[src/rtl/sc_pkg.sv]
// ---------------------------------------------------------------------------
// sc_pkg
// Shared constants and helpers for the stochastic-computing datapath
// (Sobol RNG family, bitstream generator and bitstream decoder).
//   INWD_MIN / INWD_MAX : legal range of the binary width INWD
//   sat_trunc()         : folds a window count of 0..2**inwd into an
//                         inwd-bit value, saturating 2**inwd to 2**inwd-1
// ---------------------------------------------------------------------------
package sc_pkg;

   localparam int unsigned INWD_MIN = 3;
   localparam int unsigned INWD_MAX = 10;

   // Result is INWD_MAX bits wide; callers keep the low inwd bits.
   function automatic logic [INWD_MAX-1:0] sat_trunc(input logic [INWD_MAX:0] sum,
                                                     input int unsigned       inwd);
      logic [INWD_MAX:0] full;
      logic [INWD_MAX:0] mask;
      full = {{INWD_MAX{1'b0}}, 1'b1} << inwd;
      mask = full - {{INWD_MAX{1'b0}}, 1'b1};
      if (sum == full) begin
         return mask[INWD_MAX-1:0];
      end
      return INWD_MAX'(sum & mask);
   endfunction

endpackage

[src/rtl/sc_win_cnt.sv]
// ---------------------------------------------------------------------------
// sc_win_cnt
// Enabled W-bit wrap counter with a last-beat flag; shared by the bitstream
// decoder and bitstream generator.
//   clk     in  clock, rising edge
//   rst_n   in  asynchronous active-low reset
//   en_i    in  advance the count this cycle
//   clr_i   in  synchronous restart to 0, priority over en_i
//   last_o  out en_i is high and the count is at 2**W-1 (final beat)
// ---------------------------------------------------------------------------
module sc_win_cnt
   import sc_pkg::*;
#(
   parameter int unsigned W = 8
) (
   input  logic clk,
   input  logic rst_n,
   input  logic en_i,
   input  logic clr_i,
   output logic last_o
);

   logic [W-1:0] cnt_q;
   logic [W-1:0] cnt_d;

   always_comb begin
      cnt_d = cnt_q;
      if (clr_i) begin
         cnt_d = '0;
      end else if (en_i) begin
         // Natural W-bit overflow gives the wrap from 2**W-1 to 0.
         cnt_d = cnt_q + {{(W-1){1'b0}}, 1'b1};
      end
   end

   always_ff @(posedge clk or negedge rst_n) begin
      if (!rst_n) begin
         cnt_q <= '0;
      end else begin
         cnt_q <= cnt_d;
      end
   end

   assign last_o = en_i && (cnt_q == '1);

endmodule

[src/rtl/sc_bitstream_decoder.sv]
// ---------------------------------------------------------------------------
// sc_bitstream_decoder
// Converts a unary stochastic bitstream back to binary: counts ones over a
// window of 2**INWD enabled cycles and emits one INWD-bit value per window.
//   clk       in   clock, rising edge
//   rst_n     in   asynchronous active-low reset
//   enable    in   bitIn valid this cycle; low stalls all state
//   clear     in   synchronous window restart, priority over enable
//   bitIn     in   stochastic bit
//   binOut    out  [INWD] decoded value of the last completed window
//   outValid  out  one-cycle pulse, binOut updated this cycle
//   satFlag   out  with outValid: window was all ones, binOut saturated
// ---------------------------------------------------------------------------
module sc_bitstream_decoder
   import sc_pkg::*;
#(
   parameter int unsigned INWD = 8
) (
   input  logic            clk,
   input  logic            rst_n,
   input  logic            enable,
   input  logic            clear,
   input  logic            bitIn,
   output logic [INWD-1:0] binOut,
   output logic            outValid,
   output logic            satFlag
);

   localparam logic [INWD:0] FULL = {1'b1, {INWD{1'b0}}};

   logic            last_beat;
   logic [INWD:0]   acc_q,    acc_d;
   logic [INWD-1:0] binOut_q, binOut_d;
   logic            valid_q,  valid_d;
   logic            sat_q,    sat_d;
   logic [INWD:0]   sum;

   sc_win_cnt #(
      .W (INWD)
   ) u_win_cnt (
      .clk    (clk),
      .rst_n  (rst_n),
      .en_i   (enable),
      .clr_i  (clear),
      .last_o (last_beat)
   );

   assign sum = acc_q + {{INWD{1'b0}}, bitIn};

   always_comb begin
      acc_d    = acc_q;
      binOut_d = binOut_q;
      sat_d    = sat_q;
      valid_d  = 1'b0;
      if (clear) begin
         // Partial window dropped; last completed result is kept.
         acc_d = '0;
      end else if (enable) begin
         if (last_beat) begin
            binOut_d = INWD'(sat_trunc((INWD_MAX+1)'(sum), INWD));
            sat_d    = (sum == FULL);
            valid_d  = 1'b1;
            acc_d    = '0;
         end else begin
            acc_d = sum;
         end
      end
   end

   always_ff @(posedge clk or negedge rst_n) begin
      if (!rst_n) begin
         acc_q    <= '0;
         binOut_q <= '0;
         valid_q  <= 1'b0;
         sat_q    <= 1'b0;
      end else begin
         acc_q    <= acc_d;
         binOut_q <= binOut_d;
         valid_q  <= valid_d;
         sat_q    <= sat_d;
      end
   end

   assign binOut   = binOut_q;
   assign outValid = valid_q;
   assign satFlag  = sat_q;

endmodule

[config.mk]
export PLATFORM = sky130hd
export DESIGN_NAME = sc_bitstream_decoder
export DESIGN_NICKNAME = d
export VERILOG_FILES = /design/src/rtl/sc_pkg.sv /design/src/rtl/sc_win_cnt.sv /design/src/rtl/sc_bitstream_decoder.sv
export SDC_FILE = /design/constraint.sdc
export NUM_CORES = 1
export LEC_CHECK = 0
export BUFFER_PORTS_ARGS = -buffer_cell sky130_fd_sc_hd__buf_2
export CORE_MARGIN = 2
export CORE_UTILIZATION = 45
export DETAILED_ROUTE_END_ITERATION = 8
export GPL_ROUTABILITY_DRIVEN = 0
export GPL_TIMING_DRIVEN = 0
export PLACE_DENSITY = 0.75
export SYNTH_ARGS = -nofsm -noshare
export SYNTH_HDL_FRONTEND = slang
export SYNTH_SLANG_ARGS = --single-unit
export TNS_END_PERCENT = 5
[constraint.sdc]
create_clock -name clk -period 1.9 [get_ports clk]
set_input_delay 0.19 -clock clk [delete_from_list [all_inputs] [get_ports clk]]
set_output_delay 0.19 -clock clk [all_outputs]
set_load 0.01 [all_outputs]
==> flow_summary.json <==
{
  "outcome": "complete, no violations",
  "synthCells": 145,
  "synth_seq_area_share": 0.4737,
  "crit_arrival_ns": 2.12,
  "cap_violations": 0,
  "reg2reg_from": "acc_q[0]$_DFFE_PN0P_",
  "min_path_type": "in -> reg",
  "num_io_pins": 15,
  "grt_antenna_before_repair": 0,
  "instances_no_fill": 206,
  "rows": 20,
  "holdCritStartpoint": "clear",
  "first_pass_iters": 4,
  "drive_gt1_frac": 0.2099,
  "min_period_ns": 1.854,
  "cts_root_buf": "clkbuf_4",
  "finalCritPeriodShare": 0.9760,
  "synth_flop_cell": "dfrtp_1",
  "hold_viol": 0,
  "cts_sinks": 27,
  "start_util": 0.4711,
  "total_power_mw": 0.9437,
  "finalWorstSetupSlack_ns": 0.04554,
  "clkTransAtPathRegs_ns": 0.14,
  "place_ws_ns": -0.1297,
  "slew_viol_final": 0,
  "slew_headroom": 0.6162,
  "ys_types": 34,
  "finClkSkew_ns": 0.007507,
  "worstPathMaxFanout": 8,
  "postRouteAntennaNets": 0,
  "syn_to_final_growth_pct": 13.77,
  "cts_buffers": 3,
  "drc": 0,
  "postSynth.asyncResetShare": 1.000,
  "routedWlPerCell_um": 12.18,
  "grt_util_all_layers": 0.1526,
  "synth_edf_count": 0,
  "syn_area_um2": 1426,
  "ir_drop_mv": 0.2363,
  "vias_per_cell": 5.112,
  "diodes": 0,
  "setup_tns_ns": 0,
  "cts_tree": "built",
  "coreArea_um2": 3028,
  "grt_pass1_wl_um": 4119,
  "fin_hold_ws_ns": 0.1237,
  "clock_latency_ns": 0.33,
  "dp_cells": 201,
  "syn-num-nets": 153,
  "die_x_um": 60.30,
  "powerDensity_nw_per_um2": 581.5,
  "startpoint": "acc_q[0]$_DFFE_PN0P_",
  "gr-total-overflow": 0,
  "dp_hpwl_um": 1915,
  "yosys_warnings": 0,
  "max_freq_ghz": 0.5392,
  "p_leak_nw": 0.7555,
  "first_global_vias": 938,
  "dieArea_um2": 3636,
  "start_kind": "flop",
  "finalSetupViolCount": 0,
  "drt-total-wl_um": 2510,
  "dr_total_vias": 1053,
  "fin_nets": 171,
  "critPathKind": "reg -> reg",
  "critPathRequiredTime_ns": 2.16,
  "cts_max_level": 1,
  "synth_area_per_cell_um2": 9.837,
  "drt_iter0_markers": 46,
  "grt_max_degree": 28,
  "portBuffers": 12,
  "end_kind": "flop",
  "cts_buffer_depth": 2,
  "die_h_um": 60.30,
  "synth_seq_cells": 27,
  "rsz0062_at_grt": "true",
  "tightest_slew_ns": 0.5736
}
[cells in the final DEF, fill, tap and decap left out, types with 2 or more instances in the layout]
master / n
buf_4: 3
nand2b_1: 3
o21ai_0: 11
clkbuf_1: 3
nand2_1: 19
nand4_1: 3
a21oi_1: 2
inv_1: 4
clkbuf_2: 2
o211ai_1: 6
and3_1: 4
nor2_1: 10
xor2_1: 9
mux2i_1: 2
nand3_1: 6
xnor2_1: 6
clkbuf_4: 3
ha_4: 2
o31ai_1: 3
or3_1: 2
buf_2: 14
dfrtp_1: 27
[Yosys cell counts (2+ instances only)]
library cell | count | area (µm²)
dfrtp_1 | 27 | 675.7
nand2_1 | 19 | 71.32
nor2_1 | 11 | 41.29
o21ai_0 | 11 | 55.05
xor2_1 | 9 | 78.83
xnor2_1 | 7 | 61.31
nand3_1 | 6 | 30.03
o211ai_1 | 6 | 45.04
clkbuf_1 | 5 | 18.77
and3_1 | 4 | 25.02
inv_1 | 4 | 15.01
buf_2 | 3 | 15.01
ha_1 | 3 | 37.54
nand2b_1 | 3 | 18.77
nand4_1 | 3 | 18.77
o31ai_1 | 3 | 22.52
a21oi_1 | 2 | 10.01
mux2i_1 | 2 | 20.02
or3_1 | 2 | 12.51
[stage by stage]
stage          utilization  instance area [µm²]
4_1_cts             0.5355                 1622
3_5_place_dp        0.5186                 1570
5_1_grt             0.5360                 1623
3_3_place_gp        0.5186                 1570
6_report            0.5360                 1623
2_1_floorplan            -                 1455
[kinds of logic (layout without fill, tap and decap cells)]
group,Yosys count,in the layout,synth area share
compound gates,28,28,0.1430
xor+xnor,16,16,0.09825
fa+ha+maj,3,3,0.02632
buf+inv,15,32,0.04999
flops,27,27,0.4737
mux,2,2,0.01404
simple gates,54,54,0.1947
[critical path, cell delays in order, from the launching register on]
cell	delay, ns
dfrtp_1	0.43
ha_4	0.19
and4_4	0.15
a211o_1	0.29
a2111oi_4	0.45
nand3_4	0.16
o211ai_1	0.12
[layout make-up]
| type | instances | area, µm² |
|---|---|---|
| Tap cell | 44 | 55.05 |
| Inverter | 4 | 15.01 |
| Clock inverter | 1 | 5.005 |
| Fill cell | 272 | 1405 |
| Buffer | 9 | 50.05 |
| Multi-Input combinational cell | 103 | 714.4 |
| Sequential cell | 27 | 675.6 |
| Timing Repair Buffer | 15 | 85.08 |
| Clock buffer | 3 | 22.52 |
[worst paths after layout]
path / endpoint / slack [ns] / cells past startpoint
setup / recovery: binOut[4]$_DFFE_PN0P_ / 0.05 / 6
hold / removal: u_win_cnt.cnt_q[6]$_DFFE_PN0P_ / 0.12 / 2
setup reg to reg: binOut[4]$_DFFE_PN0P_ / 0.05 / 6
hold reg to reg: satFlag$_DFFE_PN0P_ / 0.49 / 2
max in group asynchronous: acc_q[8]$_DFFE_PN0P_ / 1.16 / 2
min in group asynchronous: satFlag$_DFFE_PN0P_ / 0.37 / 2
[repair_timing]
| item | in CTS | in global routing |
|---|---|---|
| resized for setup | 1 | 4 |
| endpoints found under the setup margin | 9 | 10 |
| hold buffers | 1 | 0 |
| pin swaps | 7 | 1 |
| endpoints found under the hold margin | 27 | 0 |
| setup buffers | 2 | 0 |
[registers in the layout, summed over array words and instances (netlist names)]
register and count:
acc_q 9, u_win_cnt.cnt_q 8, binOut 8, satFlag 1
outValid 1
[metal layers]
| layer | vias to the layer above | track usage | share of wire |
|---|---|---|---|
| met2 | 29 | 0.2609 | 0.47 |
| met5 | - | 0 | 0 |
| li1 | 536 | - | - |
| met4 | 0 | 0.06984 | 0.017 |
| met1 | 481 | 0.1895 | 0.47 |
| met3 | 7 | 0.02165 | 0.036 |
[power breakdown]
part	internal [mW]	switching, mW
Sequential	0.590	0.0107
Combinational	0.0417	0.0560
Clock	0.0792	0.166
No activity file was read; power rests on OpenSTA's default activity.
